### config.mk
export PLATFORM = sky130hd
export DESIGN_NAME = vc_input_buffer
export DESIGN_NICKNAME = d
export VERILOG_FILES = /design/src/rtl/vc_input_buffer_pkg.sv /design/src/rtl/vc_input_buffer_fifo.sv /design/src/rtl/vc_input_buffer.sv
export SDC_FILE = /design/constraint.sdc
export NUM_CORES = 1
export LEC_CHECK = 0
export ABC_AREA = 0
export CAP_MARGIN = 20
export CORE_MARGIN = 8
export CORE_UTILIZATION = 50
export CTS_BUF_LIST = sky130_fd_sc_hd__clkbuf_16
export CTS_CLUSTER_SIZE = 10
export DETAILED_ROUTE_END_ITERATION = 7
export PLACE_DENSITY = 0.75
export RECOVER_POWER = 50
export SYNTH_ARGS = -nofsm -noshare
export SYNTH_HDL_FRONTEND = slang
export SYNTH_SLANG_ARGS = --single-unit
export TNS_END_PERCENT = 20
### constraint.sdc
create_clock -name clk -period 3.6 [get_ports clk]
set_input_delay 0.72 -clock clk [delete_from_list [all_inputs] [get_ports clk]]
set_output_delay 0.72 -clock clk [all_outputs]
set_load 0.05 [all_outputs]
### src/rtl/vc_input_buffer_pkg.sv
// Shared router definitions: flit bit offsets, VC framing states, defaults.
// No ports; imported by the input-buffer files.
package interact;

    localparam int LINK_WIDTH_DEF = 35;
    localparam int NUM_VC_DEF     = 2;
    localparam int VC_DEPTH_DEF   = 4;

    // Offsets below the flit MSB: bit index is LINK_WIDTH - offset.
    localparam int FLIT_VALID = 1;
    localparam int FLIT_HEAD  = 2;
    localparam int FLIT_TAIL  = 3;

    typedef enum logic {
        VC_IDLE,
        VC_PKT
    } vc_state_t;

endpackage

### src/rtl/vc_input_buffer_fifo.sv
// vc_fifo: single-VC circular flit buffer with head output and count.
// Ports: clk, reset, push/wdata, pop, rdata (0 when empty), full, empty, count.
module vc_fifo #(
    parameter int WIDTH = 35,
    parameter int DEPTH = 4
) (
    input  logic                       clk,
    input  logic                       reset,
    input  logic                       push,
    input  logic                       pop,
    input  logic [WIDTH-1:0]           wdata,
    output logic [WIDTH-1:0]           rdata,
    output logic                       full,
    output logic                       empty,
    output logic [$clog2(DEPTH):0]     count
);

    localparam int AW = $clog2(DEPTH);
    localparam int CW = AW + 1;

    logic [WIDTH-1:0] mem [DEPTH];
    logic [AW-1:0]    rptr;
    logic [AW-1:0]    wptr;

    always_ff @(posedge clk) begin
        if (reset) begin
            rptr  <= '0;
            wptr  <= '0;
            count <= '0;
        end else begin
            if (push) wptr <= wptr + AW'(1);
            if (pop)  rptr <= rptr + AW'(1);
            case ({push, pop})
                2'b10:   count <= count + CW'(1);
                2'b01:   count <= count - CW'(1);
                default: ;
            endcase
        end
    end

    // Storage needs no reset: reads are masked while empty.
    always_ff @(posedge clk) begin
        if (push) mem[wptr] <= wdata;
    end

    assign empty = (count == '0);
    assign full  = (count == CW'(DEPTH));
    assign rdata = empty ? '0 : mem[rptr];

endmodule

### src/rtl/vc_input_buffer.sv
// Router input unit: demuxes one flit link into NUM_VC framed VC FIFOs.
// Ports: clk, reset, in_flit/in_vc (write), deq (pop), out_flit/out_valid
// (per-VC heads), occupancy, credit_out, sticky overflow_err/proto_err.
module vc_input_buffer
    import interact::*;
#(
    parameter int LINK_WIDTH = LINK_WIDTH_DEF,
    parameter int NUM_VC     = NUM_VC_DEF,
    parameter int DEPTH      = VC_DEPTH_DEF,
    parameter int VC_W       = (NUM_VC > 1) ? $clog2(NUM_VC) : 1
) (
    input  logic                                  clk,
    input  logic                                  reset,
    input  logic [LINK_WIDTH-1:0]                 in_flit,
    input  logic [VC_W-1:0]                       in_vc,
    output logic [NUM_VC-1:0]                     credit_out,
    output logic [NUM_VC*LINK_WIDTH-1:0]          out_flit,
    output logic [NUM_VC-1:0]                     out_valid,
    input  logic [NUM_VC-1:0]                     deq,
    output logic [NUM_VC*($clog2(DEPTH)+1)-1:0]   occupancy,
    output logic                                  overflow_err,
    output logic                                  proto_err
);

    localparam int CW = $clog2(DEPTH) + 1;

    logic                  in_valid;
    logic                  in_head;
    logic                  in_tail;
    logic [NUM_VC-1:0]     push;
    logic [NUM_VC-1:0]     pop_sel;
    logic [NUM_VC-1:0]     full;
    logic [NUM_VC-1:0]     empty;
    logic [LINK_WIDTH-1:0] head [NUM_VC];
    logic [CW-1:0]         count [NUM_VC];
    vc_state_t             state_q [NUM_VC];
    vc_state_t             state_d [NUM_VC];
    logic                  seen;
    logic                  legal;
    logic                  proto_hit;
    logic                  ovf_hit;

    assign in_valid = in_flit[LINK_WIDTH-FLIT_VALID];
    assign in_head  = in_flit[LINK_WIDTH-FLIT_HEAD];
    assign in_tail  = in_flit[LINK_WIDTH-FLIT_TAIL];

    always_comb begin
        pop_sel   = '0;
        push      = '0;
        seen      = 1'b0;
        legal     = 1'b0;
        proto_hit = 1'b0;
        ovf_hit   = 1'b0;
        for (int v = 0; v < NUM_VC; v++) begin
            state_d[v] = state_q[v];
        end

        // Lowest requested VC wins; if that VC is empty nobody pops.
        for (int v = 0; v < NUM_VC; v++) begin
            if (deq[v] && !seen) begin
                seen       = 1'b1;
                pop_sel[v] = !empty[v];
            end
        end

        if (in_valid) begin
            if (32'(in_vc) >= NUM_VC) begin
                proto_hit = 1'b1;
            end
            for (int v = 0; v < NUM_VC; v++) begin
                if (32'(in_vc) == v) begin
                    case (state_q[v])
                        VC_IDLE: legal = in_head;
                        VC_PKT:  legal = !in_head;
                        default: legal = 1'b0;
                    endcase
                    if (!legal) begin
                        proto_hit = 1'b1;
                    end else if (full[v] && !pop_sel[v]) begin
                        ovf_hit = 1'b1;
                    end else begin
                        push[v]    = 1'b1;
                        state_d[v] = in_tail ? VC_IDLE : VC_PKT;
                    end
                end
            end
        end
    end

    always_ff @(posedge clk) begin
        if (reset) begin
            for (int v = 0; v < NUM_VC; v++) begin
                state_q[v] <= VC_IDLE;
            end
            credit_out   <= '0;
            overflow_err <= 1'b0;
            proto_err    <= 1'b0;
        end else begin
            for (int v = 0; v < NUM_VC; v++) begin
                state_q[v] <= state_d[v];
            end
            credit_out <= pop_sel;
            if (ovf_hit)   overflow_err <= 1'b1;
            if (proto_hit) proto_err    <= 1'b1;
        end
    end

    for (genvar v = 0; v < NUM_VC; v++) begin : g_vc
        vc_fifo #(
            .WIDTH (LINK_WIDTH),
            .DEPTH (DEPTH)
        ) u_fifo (
            .clk   (clk),
            .reset (reset),
            .push  (push[v]),
            .pop   (pop_sel[v]),
            .wdata (in_flit),
            .rdata (head[v]),
            .full  (full[v]),
            .empty (empty[v]),
            .count (count[v])
        );

        assign out_flit[v*LINK_WIDTH +: LINK_WIDTH] = head[v];
        assign occupancy[v*CW +: CW]                = count[v];
        assign out_valid[v]                         = !empty[v];
    end

endmodule

# == After elaboration in Yosys (flattened, before gate mapping) ==
# Memory sizes are Yosys's and may differ from the RTL's. A register that Yosys moved wholly into a read port is not among the register bits.
# Index checks and enable logic that the tools add are counted.
# totals
ff_bits,18
ram_bits,282
in_bits,40
out_inout_bits,82
word_cells,96
memories,3
# classes
add_sub_neg,8
n_eq_ne,6
n_mux,53
bitwise,4
n_reduce_logical,13
# mem_list
memory,depth,width,rd,rd_ports_with_merged_regs,wr,line,rtl
g_vc[0].u_fifo.mem,4,35,1,1,1,vc_input_buffer_fifo.sv:21,logic [WIDTH-1:0] mem [DEPTH];
g_vc[1].u_fifo.mem,4,35,1,1,1,vc_input_buffer_fifo.sv:21,
state_q,2,1,2,0,2,vc_input_buffer.sv:36,vc_state_t state_q [NUM_VC];
# ops
operator,count
$mux 35,2
$mux 1,41
$mux 2,6
$pmux 3 s2,2
$add 2x1->2 const B,4
$add 3x1->3 const B,2
$eq 3x3->1 const B,2
$logic_not 1->1,6
$logic_not 3->1,2
$sub 3x1->3 const B,2
$eq 2x1->1 const B,2
$eq 2x2->1 const B,2
$pmux 1 s2,2
$reduce_bool 2->1,2
$logic_and 1x1->1,3
$not 1->1,2
$or 1x1->1,2

# == Logic depth before layout (Yosys ltp) ==
# Gate-level depths: netlist (run 1).
# depth
depth_word,12
mapped_depth,10
mapped_depth_nobuf,9

# == Hierarchy ==
# From an unflattened synthesis (run 1), not the netlist that was laid out.
# unflattened
hier_cells,572
area_unflattened_um2,11865.1
# modules_own_cells
mod,n_inst,cells_per_inst,area_each_um2,seq_area_each_um2
vc_fifo,2,268,5763.0,4384.2
vc_input_buffer,1,36,339.1,120.1

# == Worst setup path before layout (run 1) ==
# Ideal clock, no wire load.
# synth_timing
path_kind,input -> register
from,input deq[0]
to,memory g_vc[1].u_fifo.mem[0][0] (enable)
setup_time_ns,0.395
arrival_ns,2.276
t_required_ns,3.205
slack_ns,0.928
stages,3
n_path_buf,0
path_cell_list,nand2b_1 > a211oi_2 > and2_1
# synth_between
elab_chain_len,12
# synth_rtl
element,line,rtl
start: declaration,vc_input_buffer.sv:19,"input logic [NUM_VC-1:0] deq,"
$mux 1,vc_input_buffer.sv:60,if (deq[v] && !seen) begin
$logic_not 1->1,vc_input_buffer.sv:60,
$logic_and 1x1->1,vc_input_buffer.sv:60,
$mux 1,vc_input_buffer.sv:60,
$logic_not 1->1,vc_input_buffer.sv:79,end else if (full[v] && !pop_sel[v]) begin
$logic_and 1x1->1,vc_input_buffer.sv:79,
$mux 1,vc_input_buffer.sv:79,
$mux 1,vc_input_buffer.sv:77,if (!legal) begin
$mux 1,vc_input_buffer.sv:71,if (32'(in_vc) == v) begin
$mux 2,vc_input_buffer.sv:66,if (in_valid) begin
$mux 1,vc_input_buffer_fifo.sv:43,if (push) mem[wptr] <= wdata;
$mux 1 (not written as such),vc_input_buffer_fifo.sv:43,
end: declaration,vc_input_buffer_fifo.sv:21,
# Every way passes these cells.

==> metrics.txt, run 1 <==
worst-case reg-to-reg path depth 9; count of buffers inserted at the top-level ports 121; Synth top area share 0.711; leftover overflow at the end of global routing 0; Placer Congestion 0.751; commonest non-fill, non-tap cell in the layout sky130_fd_sc_hd__edfxtp_1; number of hold-slack violations in the final timing report 0; worst-case vdd ir drop around 0.00036 V; Gates resized, CTS repair 0; post-synth top area cell sky130_fd_sc_hd__edfxtp_1; minimum setup slack after placement ~0.34 ns; vias after detailed routing 5,889; floorplan die height about 170 um; most instantiated flip-flop cell in the synthesis netlist sky130_fd_sc_hd__edfxtp_1; Starting Density 0.506; number of H-tree levels 2; P&R area growth vs syn 22.6%; worst hold slack after final layout 0.488 ns; post-synth cell types 36; share of flip-flops with an asynchronous set or reset after synthesis 0; placed instance count about 1,000; Setup Fix Bufs, Post-CTS 0; cell-by-cell trace of the critical path mux4_2 -> nor2b_1 -> clkdlybuf4s50_1; Final Instance Count excl. Fillers between 1,000 and 1,500; highest fanout seen on the critical path 22; global-route wire length before repair 37,700 um; row cnt 56; outcome finished clean; number of enable flip-flop cells after synthesis 280; type of the setup path with the least slack flop to output port; Largest stage delay, worst path 0.88 ns; count of state elements after synthesis between 300 and 400; IO Pins around 120; gr usage total 0.172; post-layout worst setup margin between 0.07 and 0.08 ns; # Max-Cap Violations 0; sort of element at the end of the critical path output port; CP Buf/Inv Count 1; maximum number of buffers from clock root to sink 3; cell area power density 646 nW/um2; clock transition at the register clock pins on the worst setup and hold paths after CTS 0.05 ns; Worst Hold Depth 2; main area contributors after synthesis sky130_fd_sc_hd__edfxtp_1 71%, sky130_fd_sc_hd__mux4_2 13%, sky130_fd_sc_hd__dfxtp_1 4.1%; count of endpoints failing setup in the final report 0; gate count after technology mapping about 580; detailed-routing iteration count for the pre-antenna-repair pass 5; most frequent cells in the layout 280 x sky130_fd_sc_hd__edfxtp_1, 85 x sky130_fd_sc_hd__clkdlybuf4s50_1, 70 x sky130_fd_sc_hd__mux4_2, 65 x sky130_fd_sc_hd__nor2b_1, 37 x sky130_fd_sc_hd__clkbuf_16; routed wirelength normalized by instance count around 23 um; Least-Margin Pin Slew 1.17 ns; critical path required time approximately 2.9 ns; number of antenna violations at the first check in global routing 0; core footprint 23,300 um2; number of nets produced by synthesis 631; worst clock skew around 0.015 ns; pin count of the biggest net entering global routing 37; slowest library cell on the worst path sky130_fd_sc_hd__clkdlybuf4s50_1; clock latency on the worst-skew pair 0.50 ns; pins over their slew limit 0; worst path arrival time between 2 and 3 ns; startpoint kind of the worst setup timing path flop; sum of routed wire length over all layers 24,300 um; floorplan die area 28,800 um2; worst reg2reg path startpoint g_vc[0].u_fifo.count[2]; setup repair after global routing missed its margin no; fmax between 0.2 and 0.3 GHz; nets@finish about 790; worst slew margin relative to its limit 0.219; post-synthesis area per instance between 20 and 25 um2; Post-Route Setup TNS 0 ns; worst min-delay path startpoint proto_err; final period demand of the worst path roughly 3.5 ns; HPWL reported at the end of detailed placement between 10,000 and 15,000 um; die width approximately 170 um; post-route clock period utilization 0.979; Ys Warns 0; number of clock buffers inserted by TritonCTS 36; remaining number of nets flagged by the antenna check after routing 0; CP Depth 3; number of design rule violations left after detail routing 0; Pleak 4.66 nW; clock tree from TritonCTS yes; number of global-route vias before repair between 6,000 and 7,000; cts hold-fix bufs 0; fraction of the yosys area taken by sequential cells 0.752; area of the mapped netlist 11,800 um2; share of cells above drive strength 1 0.198; classification of the worst-slack hold path flop to flop; detailed router's first-iteration violation count about 460; cell at the root of the clock tree sky130_fd_sc_hd__clkbuf_16; number of clock sinks seen by CTS roughly 300; gate family responsible for the most delay along the worst path buffers and inverters; average vias per placed instance between 5 and 6
==> worst paths after layout <==
check | end | slack [ns]
worst max-delay path | out_flit[59] | 0.08
worst min-delay path | proto_err | 0.49
worst max register to register | g_vc[0].u_fifo.count[2] | 1.09
worst min register to register | proto_err | 0.49
==> state kept, by name, indices dropped and copies added, names as in the netlist, named ones only <==
signal,count
g_vc.u_fifo.count,6
proto_err,1
overflow_err,1
g_vc.u_fifo.rptr,4
g_vc.u_fifo.mem,280
g_vc.u_fifo.wptr,4
credit_out,2
state_q,2
==> where the power goes <==
part	switching [W]	total [W]	internal (W)	leakage (nW)
Sequential	0.0000498	0.00398	0.00393	2.73
Clock	0.00126	0.00309	0.00183	0.544
Combinational	0.00147	0.00228	0.000807	1.39
Total	0.00279	0.00936	0.00657	4.66
==> logic make-up after synthesis <==
logic type               Yosys count  synth area share
flip-flops                       304             0.752
AND/OR/NAND/NOR                  117            0.0609
multiplexers                      77             0.140
buffers and inverters             43            0.0176
AO/OA/AOI/OAI                     17           0.00858
adder cells (fa/ha/maj)           12            0.0140
XOR/XNOR                           9           0.00667
==> layer usage <==
metal / up-vias / global-route usage / wire (um)
met5: - / 0 / 0
met2: 202 / 0.289 / 12200
li1: 2585 / - / -
met4: 0 / 0.0616 / 447
met1: 3068 / 0.219 / 10100
met3: 34 / 0.0365 / 1520
==> worst register-to-register path: stages, from the launching register on <==
cell	delay, ns
sky130_fd_sc_hd__dfxtp_1	0.48
sky130_fd_sc_hd__nor4b_2	0.28
sky130_fd_sc_hd__and3b_1	0.28
sky130_fd_sc_hd__inv_1	0.12
sky130_fd_sc_hd__ha_1	0.21
sky130_fd_sc_hd__inv_1	0.07
sky130_fd_sc_hd__fa_1	0.38
sky130_fd_sc_hd__xor2_1	0.16
sky130_fd_sc_hd__or3_1	0.31
sky130_fd_sc_hd__a21oi_1	0.14
==> synthesized netlist by cell type (6+ instances only) <==
library cell and count:
sky130_fd_sc_hd__buf_2 7, sky130_fd_sc_hd__a21oi_1 8, sky130_fd_sc_hd__and2_1 8, sky130_fd_sc_hd__nor2b_1 65, sky130_fd_sc_hd__and2b_1 7, sky130_fd_sc_hd__clkbuf_1 12
sky130_fd_sc_hd__xor2_1 7, sky130_fd_sc_hd__edfxtp_1 280, sky130_fd_sc_hd__buf_4 6, sky130_fd_sc_hd__nand2b_1 8, sky130_fd_sc_hd__dfxtp_1 24, sky130_fd_sc_hd__nor2_1 15
sky130_fd_sc_hd__inv_1 16, sky130_fd_sc_hd__mux4_2 70, sky130_fd_sc_hd__ha_1 10
==> metrics by stage <==
step / power [W] / cell area, um2 / util
final: 0.00936 / 14500 / 0.621
after global placement: 0.00636 / 13600 / 0.581
after CTS: 0.00948 / 14600 / 0.624
after global routing: 0.00969 / 14500 / 0.621
after detailed placement: 0.00638 / 13600 / 0.581
after floorplan: 0.00558 / 11800 / -
==> final cells by class <==
class,count,area [um2]
flip-flops and latches,304,8890
fillers,1608,8850
multi-input cells,232,2730
repair buffers,147,1400
clock buffers,37,926
well taps,319,399
clock inverters,17,75.1
inverters,16,60.1
diodes,1,2.50
Power figures use the tool's default switching activity.
==> run 2: changes to the inputs <==
Clock period 3.6 ns to 3.52 ns, I/O delays scaled along.
==> metrics.txt, run 2 (synthesis gave the netlist of run 1 again) <==
outcome finished clean; most frequent cells in the layout 280 x sky130_fd_sc_hd__edfxtp_1, 77 x sky130_fd_sc_hd__clkdlybuf4s50_1, 70 x sky130_fd_sc_hd__mux4_2, 65 x sky130_fd_sc_hd__nor2b_1, 37 x sky130_fd_sc_hd__clkbuf_16; Largest stage delay, worst path around 0.73 ns; sort of element at the end of the critical path output port; clock transition at the register clock pins on the worst setup and hold paths after CTS about 0.060 ns; leftover overflow at the end of global routing 0; CP Depth 4; detailed router's first-iteration violation count 357; # fillers around 1,600; Starting Density 0.506; type of the setup path with the least slack flop to output port; setup repair after global routing missed its margin no; largest registers g_vc.u_fifo.mem x280, g_vc.u_fifo.count x6; worst-case reg-to-reg path depth 9; worst-case vdd ir drop 0.000437 V; remaining number of nets flagged by the antenna check after routing 0; maximum number of buffers from clock root to sink 3; pins over their slew limit 0; final period demand of the worst path between 3 and 4 ns; Multi-input gate area between 2000 and 3000 um2; global-route wire length before repair about 37,000 um; number of flip-flops in the largest register 280; cell at the root of the clock tree sky130_fd_sc_hd__clkbuf_16; CP Buf/Inv Count 2; sum of routed wire length over all layers roughly 24,000 um; gate family responsible for the most delay along the worst path buffers and inverters; gr usage total 0.173; clock latency on the worst-skew pair 0.50 ns; Design Area, Final between 10,000 and 15,000 um2; floorplan die height around 170 um; critical path required time ~2.8 ns; highest fanout seen on the critical path 20; nets@finish 787; count of buffers inserted at the top-level ports ~120; register-to-register setup slack 1.00 ns; row cnt 56; cell area power density 661 nW/um2; average vias per placed instance roughly 5.5; cts hold-fix bufs 0; die width between 150 and 200 um; P&R area growth vs syn 22.5%; core footprint ~23,000 um2; fmax approximately 0.29 GHz; count of endpoints failing setup in the final report 0; number of hold-slack violations in the final timing report 0; clock tree from TritonCTS yes; Post-Route Setup TNS 0 ns; vias after detailed routing slightly below 6,000; worst slew margin relative to its limit 0.252; worst clock skew 0.0181 ns; slowest library cell on the worst path sky130_fd_sc_hd__clkdlybuf4s50_1; worst r2r dst g_vc[0].u_fifo.count[2]; number of antenna violations at the first check in global routing 2; Placer Congestion 0.752; number of design rule violations left after detail routing 0; cell-by-cell trace of the critical path buf_12 -> mux4_2 -> nor2b_1 -> clkdlybuf4s50_1; register with the highest flop count g_vc.u_fifo.mem; number of clock sinks seen by CTS about 300; commonest non-fill, non-tap cell in the layout sky130_fd_sc_hd__edfxtp_1; post-placement cell area 13,600 um2; worst path arrival time around 2.7 ns; # Max-Cap Violations 0; share of cells above drive strength 1 0.199; detailed-routing iteration count for the pre-antenna-repair pass 4; HPWL reported at the end of detailed placement 14,700 um; classification of the worst-slack hold path flop to flop; IO Pins 122; destination of the critical timing path out_flit[6]; startpoint kind of the worst setup timing path flop; Pleak 4.72 nW; final design utilization 0.620; worst reg2reg path startpoint g_vc[0].u_fifo.count[2]; sequential standard cell area about 8900 um2; number of H-tree levels 2; number of global-route vias before repair about 6,400; floorplan die area 28,800 um2; pin count of the biggest net entering global routing 43; routed wirelength normalized by instance count between 20 and 25 um; post-route clock period utilization 0.968; Least-Margin Pin Slew roughly 1.1 ns; number of clock buffers inserted by TritonCTS 36
[run 2: cell count changes in the layout (fill, tap and decap cells not counted), sizes merged]
| cell | previous run | this run |
|---|---|---|
| buf | 20 | 19 |
| inv | 32 | 23 |
| clkdlybuf4s50 | 85 | 77 |
| clkinv | 1 | 0 |
| clkbuf | 43 | 44 |
| bufinv | 0 | 1 |
| dlymetal6s2s | 0 | 6 |
[run 2: worst min path at each step]
stage,cells past startpoint,start,to
global route,2,state_q[0][1],state_q[0][1]
global placement,2,g_vc[1].u_fifo.rptr[1],flop
detailed placement,2,g_vc[1].u_fifo.rptr[1],flop
floorplan,2,g_vc[1].u_fifo.rptr[1],flop
finish,2,g_vc[1].u_fifo.rptr[1],flop
CTS,2,g_vc[1].u_fifo.rptr[1],flop
[run 2: routing by layer]
layer,vias up,part of all wire,global-route usage,wire (um)
met2,177,0.53,0.311,12800
li1,2574,-,-,-
met1,3028,0.39,0.205,9520
met3,45,0.062,0.0358,1500
met4,4,0.018,0.0546,449
met5,-,0.0011,0,27
[run 2: power by group]
part	internal, W	switching, W	leakage (nW)
sequential	0.00403	0.0000727	2.73
clock	0.00192	0.00123	0.507
combinational	0.000831	0.00149	1.49
total	0.00678	0.00279	4.72
[run 2: worst register-to-register path, stage by stage, from the launching register on]
cell,delay (ns)
sky130_fd_sc_hd__dfxtp_1,0.49
sky130_fd_sc_hd__nor4b_2,0.31
sky130_fd_sc_hd__and3b_1,0.29
sky130_fd_sc_hd__inv_1,0.12
sky130_fd_sc_hd__ha_1,0.19
sky130_fd_sc_hd__inv_1,0.06
sky130_fd_sc_hd__fa_1,0.38
sky130_fd_sc_hd__xor2_1,0.16
sky130_fd_sc_hd__or3_1,0.30
sky130_fd_sc_hd__a21oi_1,0.14
[run 2: through the flow]
step,instances,hold slack [ns],power (W),setup slack (ns)
detailed placement,1016,0.492,0.00654,0.279
floorplan,579,0.459,0.00571,0.864
global placement,1016,0.478,0.00653,0.367
CTS,1061,0.497,0.00970,0.0232
finish,1062,0.496,0.00957,0.114
global route,1061,0.534,0.00990,0.000248
[run 2: layout make-up]
| cell class | count | area share |
|---|---|---|
| Antenna cell | 1 | 0.000173 |
| Clock buffer | 37 | 0.0640 |
| Clock inverter | 8 | 0.00389 |
| Inverter | 16 | 0.00415 |
| Multi-Input combinational cell | 232 | 0.189 |
| Sequential cell | 304 | 0.614 |
| Tap cell | 319 | 0.0276 |
| Timing Repair Buffer | 145 | 0.0971 |
[run 2: what timing repair did]
action	4_1_cts	5_1_grt
hold endpoints to repair	0	0
gates resized for setup	0	6
buffers inserted	0	0
setup endpoints to repair	0	6
==> run 3: changes to the inputs <==
Settings changed: SETUP_SLACK_MARGIN from default to 0.05.
==> metrics.txt, run 3 (synthesis gave the netlist of run 1 again) <==
routed wirelength normalized by instance count about 23 um; post-route clock period utilization 0.966; Placer Congestion roughly 0.75; Psw ~0.0028 W; final period demand of the worst path around 3.4 ns; Post-Route Setup TNS 0 ns; count of buffers inserted at the top-level ports ~120; number of antenna violations at the first check in global routing 2; P&R area growth vs syn 22.5%; # fillers between 1,500 and 2,000; Internal Power roughly 0.0068 W; detailed router's first-iteration violation count between 300 and 400; Largest stage delay, worst path ~0.73 ns; worst-case reg-to-reg path depth 9; cts hold-fix bufs 0; pin count of the biggest net entering global routing 43; nets@finish around 800; number of H-tree levels 2; count of endpoints failing setup in the final report 0; Starting Density 0.506; classification of the worst-slack hold path flop to flop; global-route wire length before repair 37,200 um; # Max-Cap Violations 0; number of clock sinks seen by CTS 304; core footprint ~23,000 um2; Pleak around 4.7 nW; vias after detailed routing around 5,800; Sequential Power Share 0.429; register with the highest flop count g_vc.u_fifo.mem; maximum number of buffers from clock root to sink 3; floorplan die area 28,800 um2; Final Instance Count excl. Fillers 1,062; worst clock skew about 0.018 ns; clock tree from TritonCTS yes; switching portion of total power 0.291; number of flip-flops in the largest register 280; number of hold-slack violations in the final timing report 0; cell area power density roughly 660 nW/um2; Least-Margin Pin Slew around 1.1 ns; critical path required time 2.82 ns; sum of routed wire length over all layers between 20,000 and 25,000 um; average vias per placed instance 5.48; pins over their slew limit 0; placed instance count 1,016; Setup Fix Bufs, Post-CTS 0; clock transition at the register clock pins on the worst setup and hold paths after CTS around 0.06 ns; number of design rule violations left after detail routing 0; floorplan die height about 170 um; number of clock buffers inserted by TritonCTS 36; fmax slightly below 0.3 GHz; outcome finished clean; highest fanout seen on the critical path 20; startpoint kind of the worst setup timing path flop; overall power 0.00956 W; IO Pins around 120; Worst Hold Depth 2; worst slew margin relative to its limit 0.255; worst path arrival time ~2.7 ns; commonest non-fill, non-tap cell in the layout sky130_fd_sc_hd__edfxtp_1; row cnt 56; die width 170 um; worst-case vdd ir drop between 0.0004 and 0.0005 V; clock share of power 0.329; slowest library cell on the worst path sky130_fd_sc_hd__clkdlybuf4s50_1; number of global-route vias before repair approximately 6,400; sort of element at the end of the critical path output port; cell-by-cell trace of the critical path buf_12 -> mux4_2 -> nor2b_1 -> clkdlybuf4s50_1; HPWL reported at the end of detailed placement ~15,000 um; gr usage total 0.173; largest registers g_vc.u_fifo.mem x280, g_vc.u_fifo.count x6; clock latency on the worst-skew pair approximately 0.5 ns; type of the setup path with the least slack flop to output port; setup repair after global routing missed its margin yes; detailed-routing iteration count for the pre-antenna-repair pass 4; cell at the root of the clock tree sky130_fd_sc_hd__clkbuf_16; combinational share of power 0.242; share of cells above drive strength 1 0.199; remaining number of nets flagged by the antenna check after routing 0; most frequent cells in the layout 280 x sky130_fd_sc_hd__edfxtp_1, 76 x sky130_fd_sc_hd__clkdlybuf4s50_1, 70 x sky130_fd_sc_hd__mux4_2, 65 x sky130_fd_sc_hd__nor2b_1, 37 x sky130_fd_sc_hd__clkbuf_16; leftover overflow at the end of global routing 0
-- run 3: changes by cell type in the layout (fill, tap and decap cells not counted), sizes merged --
| cell | previous run | this run |
|---|---|---|
| clkdlybuf4s50 | 77 | 76 |
| dlygate4sd2 | 0 | 1 |
-- run 3: power groups by stage --
stage / registers (W) / clock network, W / logic [W]
after global routing: 0.00411 / 0.00335 / 0.00244
after CTS: 0.00410 / 0.00322 / 0.00238
after global placement: 0.00417 / 0 / 0.00236
after detailed placement: 0.00417 / 0 / 0.00237
final: 0.00410 / 0.00315 / 0.00231
after floorplan: 0.00419 / 0 / 0.00153
-- run 3: critical path: cells and delay by family (launching register included) --
kind	cells	cell delay [ns]
buffers and inverters	2	0.98
flip-flops	1	0.51
multiplexers	1	0.53
AND/OR/NAND/NOR	1	0.16
-- run 3: final cells by class --
cell class	instances	area, um2	area share
Clock buffer	37	926	0.0640
Clock inverter	8	56.3	0.00389
Multi-Input combinational cell	232	2730	0.189
Inverter	16	60.1	0.00415
Sequential cell	304	8890	0.614
Tap cell	319	399	0.0276
Antenna cell	1	2.50	0.000173
Timing Repair Buffer	145	1400	0.0970
-- run 3: repair_timing --
item | 4_1_cts | 5_1_grt
pin swaps | 0 | 0
setup endpoints to repair | 7 | 33
resized for setup | 1 | 6
-- run 3: final timing paths --
kind | from | end | slack, ns
worst max-delay path | flop | out_flit[3] | 0.12
worst min-delay path | g_vc[1].u_fifo.rptr[1] | flop | 0.50
worst max register to register | g_vc[0].u_fifo.count[2] | g_vc[0].u_fifo.count[2] | 1.00
worst min register to register | g_vc[1].u_fifo.rptr[1] | flop | 0.50
-- run 3: metrics by stage --
| stage | setup slack [ns] | hold WS [ns] | util | cell area [um2] |
|---|---|---|---|---|
| 3_3_place_gp | 0.367 | 0.478 | 0.581 | 13600 |
| 4_1_cts | 0.0285 | 0.497 | 0.623 | 14500 |
| 5_1_grt | 0.000650 | 0.534 | 0.620 | 14500 |
| 2_1_floorplan | 0.864 | 0.459 | - | 11800 |
| 3_5_place_dp | 0.279 | 0.492 | 0.581 | 13600 |
| 6_report | 0.119 | 0.496 | 0.620 | 14500 |
-- run 3: routing by layer --
metal | wire length, um | vias up | share of wire | GRT usage
li1 | - | 2574 | - | -
met1 | 9550 | 3030 | 0.39 | 0.205
met2 | 12800 | 166 | 0.53 | 0.311
met3 | 1460 | 45 | 0.060 | 0.0358
met4 | 448 | 4 | 0.018 | 0.0546
met5 | 27 | - | 0.0011 | 0
